===== config.mk =====
export PLATFORM = sky130hd
export DESIGN_NAME = prog_loader_flat
export DESIGN_NICKNAME = d
export VERILOG_FILES = /design/src/rtl/prog_loader_if.sv /design/src/rtl/prog_loader.sv /design/src/flat_wrapper.sv
export SDC_FILE = /design/constraint.sdc
export NUM_CORES = 1
export LEC_CHECK = 0
export BUFFER_PORTS_ARGS = -buffer_cell sky130_fd_sc_hd__buf_4
export CAP_MARGIN = 20
export CORE_MARGIN = 10
export CORE_UTILIZATION = 53
export CTS_CLUSTER_DIAMETER = 80
export DETAILED_ROUTE_END_ITERATION = 10
export PLACE_DENSITY = 0.78
export REMOVE_ABC_BUFFERS = 1
export SLEW_MARGIN = 25
export SYNTH_ARGS = -nofsm -noshare
export SYNTH_HDL_FRONTEND = slang
export SYNTH_SLANG_ARGS = --single-unit

===== constraint.sdc =====
create_clock -name clk -period 2 [get_ports clk]
set_clock_uncertainty 0.15 [all_clocks]
set_input_delay 0.4 -clock clk [delete_from_list [all_inputs] [get_ports clk]]
set_output_delay 0.4 -clock clk [all_outputs]
set_load 0.01 [all_outputs]

===== src/rtl/prog_loader_if.sv =====
`default_nettype none
// ============================================================================
//  Module      : prog_loader_if
//  Description : Host byte stream / program RAM write port bundle for the
//                program loader. The master side is the host, the slave side
//                is the loader.
//  Revision    : 1.0 - initial release
// ============================================================================
interface prog_loader_if;
    logic        load_req;
    logic [7:0]  word_count;
    logic        byte_valid;
    logic [7:0]  byte_data;
    logic        byte_ready;
    logic        prog_wr_en;
    logic [6:0]  prog_wr_addr;
    logic [15:0] prog_wr_data;
    logic        start;
    logic        busy;
    logic        done;
    logic        err;

    modport master (
        output load_req, word_count, byte_valid, byte_data,
        input  byte_ready, prog_wr_en, prog_wr_addr, prog_wr_data,
               start, busy, done, err
    );

    modport slave (
        input  load_req, word_count, byte_valid, byte_data,
        output byte_ready, prog_wr_en, prog_wr_addr, prog_wr_data,
               start, busy, done, err
    );
endinterface
`default_nettype wire


===== src/rtl/prog_loader.sv =====
`default_nettype none
// ============================================================================
//  Module      : prog_loader
//  Description : Assembles a host byte stream (high byte first) into 16-bit
//                words, writes them to program RAM at consecutive addresses
//                and optionally issues a one-cycle start pulse at the end.
//  Revision    : 1.0 - initial release
// ============================================================================
module prog_loader #(
    parameter int MAX_WORDS  = 128,
    parameter int AUTO_START = 1
) (
    input  wire logic    clk,
    input  wire logic    rst_n,
    prog_loader_if.slave bus
);

    typedef enum logic [2:0] {
        IDLE  = 3'd0,
        HI    = 3'd1,
        LO    = 3'd2,
        WRITE = 3'd3,
        START = 3'd4
    } state_t;

    // Nine bits so that a depth of exactly 128 compares against 8-bit counts
    localparam logic [8:0] c_max_words = 9'(MAX_WORDS);

    state_t     r_state;
    logic [7:0] r_count;
    logic [7:0] r_index;   // one bit wider than the address so 128 never wraps
    logic [7:0] r_hi;
    logic [7:0] r_lo;
    logic       r_byte_ready;
    logic       r_wr_en;
    logic       r_start;
    logic       r_busy;
    logic       r_done;
    logic       r_err;

    logic w_count_ok;
    logic w_accept;
    logic w_last;

    assign w_count_ok = (bus.word_count != 8'd0) &&
                        ({1'b0, bus.word_count} <= c_max_words);
    assign w_accept   = bus.byte_valid && r_byte_ready;
    assign w_last     = (r_index == (r_count - 8'd1));

    // Address and data are held in the index and byte registers; they are
    // only meaningful while prog_wr_en is high.
    assign bus.byte_ready   = r_byte_ready;
    assign bus.prog_wr_en   = r_wr_en;
    assign bus.prog_wr_addr = r_index[6:0];
    assign bus.prog_wr_data = {r_hi, r_lo};
    assign bus.start        = r_start;
    assign bus.busy         = r_busy;
    assign bus.done         = r_done;
    assign bus.err          = r_err;

    // Load-session FSM; every output is a register updated with the state
    always_ff @(posedge clk or negedge rst_n) begin
        if (!rst_n) begin
            r_state      <= IDLE;
            r_count      <= 8'd0;
            r_index      <= 8'd0;
            r_hi         <= 8'd0;
            r_lo         <= 8'd0;
            r_byte_ready <= 1'b0;
            r_wr_en      <= 1'b0;
            r_start      <= 1'b0;
            r_busy       <= 1'b0;
            r_done       <= 1'b0;
            r_err        <= 1'b0;
        end else begin
            r_wr_en <= 1'b0;
            r_start <= 1'b0;
            case (r_state)
                IDLE: begin
                    if (bus.load_req) begin
                        r_done <= 1'b0;
                        if (w_count_ok) begin
                            r_count      <= bus.word_count;
                            r_index      <= 8'd0;
                            r_err        <= 1'b0;
                            r_state      <= HI;
                            r_byte_ready <= 1'b1;
                            r_busy       <= 1'b1;
                        end else begin
                            r_err <= 1'b1;
                        end
                    end
                end
                HI: begin
                    if (w_accept) begin
                        r_hi    <= bus.byte_data;
                        r_state <= LO;
                    end
                end
                LO: begin
                    if (w_accept) begin
                        r_lo         <= bus.byte_data;
                        r_state      <= WRITE;
                        r_byte_ready <= 1'b0;
                        r_wr_en      <= 1'b1;
                    end
                end
                WRITE: begin
                    r_index <= r_index + 8'd1;
                    if (!w_last) begin
                        r_state      <= HI;
                        r_byte_ready <= 1'b1;
                    end else if (AUTO_START != 0) begin
                        r_state <= START;
                        r_start <= 1'b1;
                        r_done  <= 1'b1;
                    end else begin
                        r_state <= IDLE;
                        r_busy  <= 1'b0;
                        r_done  <= 1'b1;
                    end
                end
                START: begin
                    r_state <= IDLE;
                    r_busy  <= 1'b0;
                end
                default: begin
                    r_state      <= IDLE;
                    r_byte_ready <= 1'b0;
                    r_busy       <= 1'b0;
                end
            endcase
        end
    end

endmodule
`default_nettype wire

===== src/flat_wrapper.sv =====
// flat-port wrapper written by rule: the top's interface ports become plain ports
module prog_loader_flat 
#(
    parameter int MAX_WORDS  = 128,
    parameter int AUTO_START = 1
)
  (clk, rst_n, bus_load_req, bus_word_count, bus_byte_valid, bus_byte_data, bus_byte_ready, bus_prog_wr_en, bus_prog_wr_addr, bus_prog_wr_data, bus_start, bus_busy, bus_done, bus_err);
  prog_loader_if bus_i ();
  input  wire logic clk;
  input  wire logic rst_n;
  input wire logic [$bits(bus_i.load_req)-1:0] bus_load_req;
  input wire logic [$bits(bus_i.word_count)-1:0] bus_word_count;
  input wire logic [$bits(bus_i.byte_valid)-1:0] bus_byte_valid;
  input wire logic [$bits(bus_i.byte_data)-1:0] bus_byte_data;
  output wire logic [$bits(bus_i.byte_ready)-1:0] bus_byte_ready;
  output wire logic [$bits(bus_i.prog_wr_en)-1:0] bus_prog_wr_en;
  output wire logic [$bits(bus_i.prog_wr_addr)-1:0] bus_prog_wr_addr;
  output wire logic [$bits(bus_i.prog_wr_data)-1:0] bus_prog_wr_data;
  output wire logic [$bits(bus_i.start)-1:0] bus_start;
  output wire logic [$bits(bus_i.busy)-1:0] bus_busy;
  output wire logic [$bits(bus_i.done)-1:0] bus_done;
  output wire logic [$bits(bus_i.err)-1:0] bus_err;
  assign bus_i.load_req = bus_load_req;
  assign bus_i.word_count = bus_word_count;
  assign bus_i.byte_valid = bus_byte_valid;
  assign bus_i.byte_data = bus_byte_data;
  assign bus_byte_ready = bus_i.byte_ready;
  assign bus_prog_wr_en = bus_i.prog_wr_en;
  assign bus_prog_wr_addr = bus_i.prog_wr_addr;
  assign bus_prog_wr_data = bus_i.prog_wr_data;
  assign bus_start = bus_i.start;
  assign bus_busy = bus_i.busy;
  assign bus_done = bus_i.done;
  assign bus_err = bus_i.err;
  prog_loader #(.MAX_WORDS(MAX_WORDS), .AUTO_START(AUTO_START)) u_core (.clk(clk), .rst_n(rst_n), .bus(bus_i));
endmodule

; Word level (Yosys, flattened, before mapping)
; Index checks and enable logic that the tools add are counted.
[totals]
register_bits = 41
wordCells = 66
[op_classes]
n_lt_le_gt_ge = 1
n_bitwise = 2
add_sub_neg = 2
eq_ne = 11
n_mux = 23
reduce_logical = 16
[op_table]
columns = op, count
row1 = 8-bit two-way mux, 2
row2 = 8-bit case mux with 2 select lines, 1
row3 = 3-bit two-way mux, 5
row4 = 3-bit case mux with 4 select lines, 1
row5 = 3-bit AND reduction, 4
row6 = 1-bit two-way mux, 11
row7 = "8-bit by 1-bit adder with 8-bit output, second input constant", 1
row8 = 8-bit == test, 1
row9 = "8-bit <= comparator, second input constant", 1
row10 = "2-bit by 1-bit inequality test with 1-bit output, second input constant", 4
row11 = 8-bit nonzero test, 1
row12 = "8-bit by 1-bit subtractor with 8-bit output, second input constant", 1
row13 = "3-bit by 2-bit == test with 1-bit output, second input constant", 2
row14 = 2-bit AND reduction, 3
row15 = 5-bit AND reduction, 1
row16 = "2-bit inequality test, second input constant", 2
row17 = 1-bit case mux with 2 select lines, 2
row18 = 1-bit case mux with 4 select lines, 1
row19 = 4-bit AND reduction, 1
row20 = "3-bit by 1-bit == test with 1-bit output, second input constant", 1
row21 = "3-bit == test, second input constant", 1
row22 = 3-bit zero test, 1
row23 = 3-bit OR reduction, 1
row24 = 1-bit logical AND, 2
row25 = 3 further kinds, 4

; Longest topological paths before layout
[depth]
ltp_word = 5
mapped_depth = 8

; Worst setup path after synthesis
; OpenSTA, ideal clock, no wires.
[synth_path]
path_kind = input -> register
from = input port bus_word_count[2]
to = register u_core.r_index[0]
arrival_ps = 1694
setup_time_ps = 123
slack_ps = 33
cell_stages = 7
path_cell_list = or4_4 nor4_4 xor2_2 or2_1 buf_6 nand3_2 o21ai_2
[synth_between]
elab_chain_cells = 4
word_cells_on_any_way = 5
[synth_lines]
columns = element, line_no
row1 = "start, declared", flat_wrapper.sv:12  ; input wire logic [$bits(bus_i.word_count)-1:0] bus_word_count;
row2 = 8-bit <= comparator or 8-bit nonzero test (tied branches), "prog_loader.sv:46, prog_loader.sv:45"
row3 = 1-bit logical AND *, prog_loader.sv:45  ; assign w_count_ok = (bus.word_count != 8'd0) &&
row4 = 2-bit by 1-bit inequality test with 1-bit output (no source line) *, -
row5 = 3-bit AND reduction (no source line) *, -
row6 = "end signal, assigned", prog_loader.sv:109  ; r_index <= r_index + 8'd1;
row7 = "end, declared", prog_loader.sv:31  ; logic [7:0] r_index;
; Every way passes the cells marked *; elsewhere a longest branch is shown, timed or not.
; A chain may end at the register's enable or synchronous reset.

; Worst setup path in the final report
[layout_path]
from = register u_core.r_count[0]
to = register u_core.r_byte_ready (netlist: u_core.bus.byte_ready)
[layout_between]
elab_chain_cells = 4
[layout_lines]
columns = element, line_no
row1 = "start, declared", prog_loader.sv:30  ; logic [7:0] r_count;
row2 = "start signal, assigned", prog_loader.sv:83  ; r_count <= bus.word_count;
row3 = 8-bit by 1-bit subtractor with 8-bit output, prog_loader.sv:48  ; assign w_last = (r_index == (r_count - 8'd1));
row4 = 8-bit == test, prog_loader.sv:48
row5 = 2-bit inequality test (no source line), -
row6 = 5-bit AND reduction (no source line), -
row7 = "end signal, assigned", prog_loader.sv:69  ; r_byte_ready <= 1'b0;
row8 = "end signal, assigned", prog_loader.sv:87  ; r_byte_ready <= 1'b1;
row9 = "end signal, assigned", prog_loader.sv:104  ; r_byte_ready <= 1'b0;
row10 = "end, declared", prog_loader.sv:34  ; logic r_byte_ready;
; Every way passes these cells.

==> results.tsv <==
metric	value	unit
status	finished with violations	
violated checks	setup timing	
area share of the largest cell type after synthesis	0.507	
Period minus WS final	2.08	ns
crit end category	register	
Post-synth top flop	dfrtp_1	
EDFF count, synth	0	
Synth Area per Inst	10.9	um2
Synth Warn #	0	
Worst Path Required	2.02	ns
crit path DAT	2.10	ns
Synth cell types	41	
Routed WL per cell	15.9	um
Crit path max-delay family	simple AND/OR/NAND/NOR gates	
leak pwr	1.30	nW
VDD IR max	0.000470	V
M1 WL	1820	um
Worst-Margin Slew	0.516	ns
DRT Wirelength	4700	um
RSZ-0062 raised after global routing	yes	
DR top layer	met4	
# nets final	269	
Slew headroom	0.656	
die area	0.00669	mm2
max_cap viols	0	
CTS tree	built	
CTS H-tree lvls	2	
Fillers	292	
Synth Register Bits	41	
Post-synth top cells	41 x dfrtp_1, 29 x nand2_1, 16 x mux2_2	
FMAX	0.481	GHz
slowest cell delay on critical path	0.41	ns
clk_lat worst skew	0.29	ns
Mapped Area	0.00202	mm2
via count	1571	
ant diodes	0	
DR DRC count	0	
Buf/Inv on CP	1	
post-layout util	0.723	
Hold Path Class	in -> reg	
Clock Tree Buf Depth	2	
pre-CTS WS	-0.467	ns
Mapped Cells	186	
register clock-pin slew on the reported worst setup and hold paths	0.08	ns
Starting Density	0.548	
Area Overhead vs Synth	31.8	%
routed wl met2	2400	um
Antenna Nets Post-Route	0	
Root Driver	clkbuf_8	
TritonRoute pass-1 iters	4	
core area	0.00369	mm2
WL met3	434	um
initial antenna violation count	0	
CTS buffer count	5	
Pwr Density	628	mW/mm2
Cell Rows	22	
Crit-path slowest cell	dfrtp_1	
I/O Buffers	48	
Final setup viols	5	
sequential area share after synthesis	0.507	
GP Congestion	0.874	
Post-DP HPWL	3460	um
layout cells sized above 1	0.419	
Die W	81.8	um
vias in the first global route	1672	
top post-synthesis cells by area	dfrtp_1 51%, mux2_2 8.9%, nand2_1 5.4%	
count leader, synth	dfrtp_1	
first-pass GRT wire length	7760	um
Cell Chain, Critical Path	inv_1 -> ha_2 -> xnor2_1 -> a311oi_1 -> nand4_1 -> nor3_4 -> a21oi_1	
startpoint types	register	
aggregate global routing overflow	0	
Setup CP Type	reg -> reg	
final hold vios	0	
die height	81.8	um
Slew Viols, Final	0	
# clock sinks	41	
setup ws final	-0.0802	ns
FFs w/ async S/R, synth	1.00	
cell accounting for the most synthesized area	dfrtp_1	
I/O Pins	49	
crit path max fanout	4	
largest net degree at the start of global routing	42	
DR iter-0 viols	65	
gr usage total	0.148	
crit share post-route	1.04	
drt via density	5.31	
## worst register-to-register path: stages (launching register included)
cell and delay, ns:
dfrtp_1 0.41, inv_1 0.09, ha_2 0.28, xnor2_1 0.13, a311oi_1 0.23, nand4_1 0.28
nor3_4 0.28, a21oi_1 0.10
## cells by family (layout without fill, tap and decap cells)
family          after synthesis  after routing  synth area share
compound gates               22             22            0.0687
xor+xnor                     15             15            0.0687
fa+ha+maj                     2              2            0.0124
buf+inv                      16             78            0.0538
flops                        41             41             0.507
mux                          17             17            0.0941
simple gates                 73             73             0.195
## area by class of cell
| type | instances | area [um2] | share of cell area |
|---|---|---|---|
| tap | 48 | 60.1 | 0.0225 |
| inverter | 5 | 18.8 | 0.00704 |
| timing repair buffer | 65 | 503 | 0.189 |
| clock buffer | 5 | 68.8 | 0.0258 |
| multi-input combinational | 129 | 923 | 0.346 |
| sequential | 41 | 1030 | 0.385 |
| clock inverter | 3 | 65.1 | 0.0244 |
## sequential cells by signal, indices dropped and copies added (netlist names)
register / flops
u_core.bus.busy: 1
u_core.bus.byte_ready: 1
u_core.bus.done: 1
u_core.bus.err: 1
u_core.bus.prog_wr_en: 1
u_core.bus.start: 1
u_core.r_count: 8
u_core.r_hi: 8
u_core.r_index: 8
u_core.r_lo: 8
u_core.r_state: 3
## metrics by stage
stage	instance area, um2	total power, W	hold WS [ns]	TNS [ns]	instances
finish	2670	0.00167	0.159	-0.278	296
global route	2670	0.00172	0.176	-0.810	296
CTS	2580	0.00169	0.156	-0.0156	291
detailed placement	2430	0.000904	0.261	-6.69	282
global placement	2430	0.000903	0.262	-5.92	282
floorplan	1930	0.000850	-0.0456	-0.172	175
## timing repair
item / 4_1_cts / 5_1_grt
hold endpoints to repair: 41 / 0
hold buffers: 1 / 0
resized for setup: 1 / 6
setup endpoints to repair: 16 / 14
pin swaps: 0 / 4
setup buffers: 0 / 5
## placed cells by master (no fill, tap or decap), types with 2 or more instances in the layout
master / n
xnor2_1: 8
or3_1: 2
nand2b_1: 2
bufinv_16: 2
nor2_1: 9
clkbuf_8: 5
nand4_1: 4
inv_1: 5
a21oi_1: 7
mux2_2: 16
nor2b_1: 3
nand2_1: 29
o21ai_0: 7
xor2_1: 5
nor3_2: 2
nand3_1: 4
dfrtp_1: 41
xor2_2: 2
nor3_1: 4
buf_4: 63
## where the power goes
part	leakage, nW	internal, W	switching, W
registers	0.505	0.000828	0
clock network	0.0681	0.000496	0.000290
logic	0.723	0.0000291	0.0000315
## worst paths after layout
| kind | from | to | slack, ns | cells past startpoint |
|---|---|---|---|---|
| setup / recovery | u_core.r_count[0] | u_core.bus.byte_ready | -0.08 | 7 |
| max in group asynchronous | rst_n | u_core.r_lo[4] | 0.87 | 2 |
| min in group asynchronous | rst_n | u_core.r_index[6] | 0.47 | 2 |
| hold reg to reg | u_core.bus.done | u_core.bus.done | 0.36 | 1 |
| hold / removal | bus_word_count[6] | u_core.r_count[6] | 0.16 | 3 |
| setup reg to reg | u_core.r_count[0] | u_core.bus.byte_ready | -0.08 | 7 |
## metal layers
metal,GRT usage,vias to the layer above
li1,-,750
met1,0.154,774
met2,0.263,42
met3,0.0688,5
met4,0.0408,0
met5,0,-
Note: power is estimated with default switching activity, not from simulation.
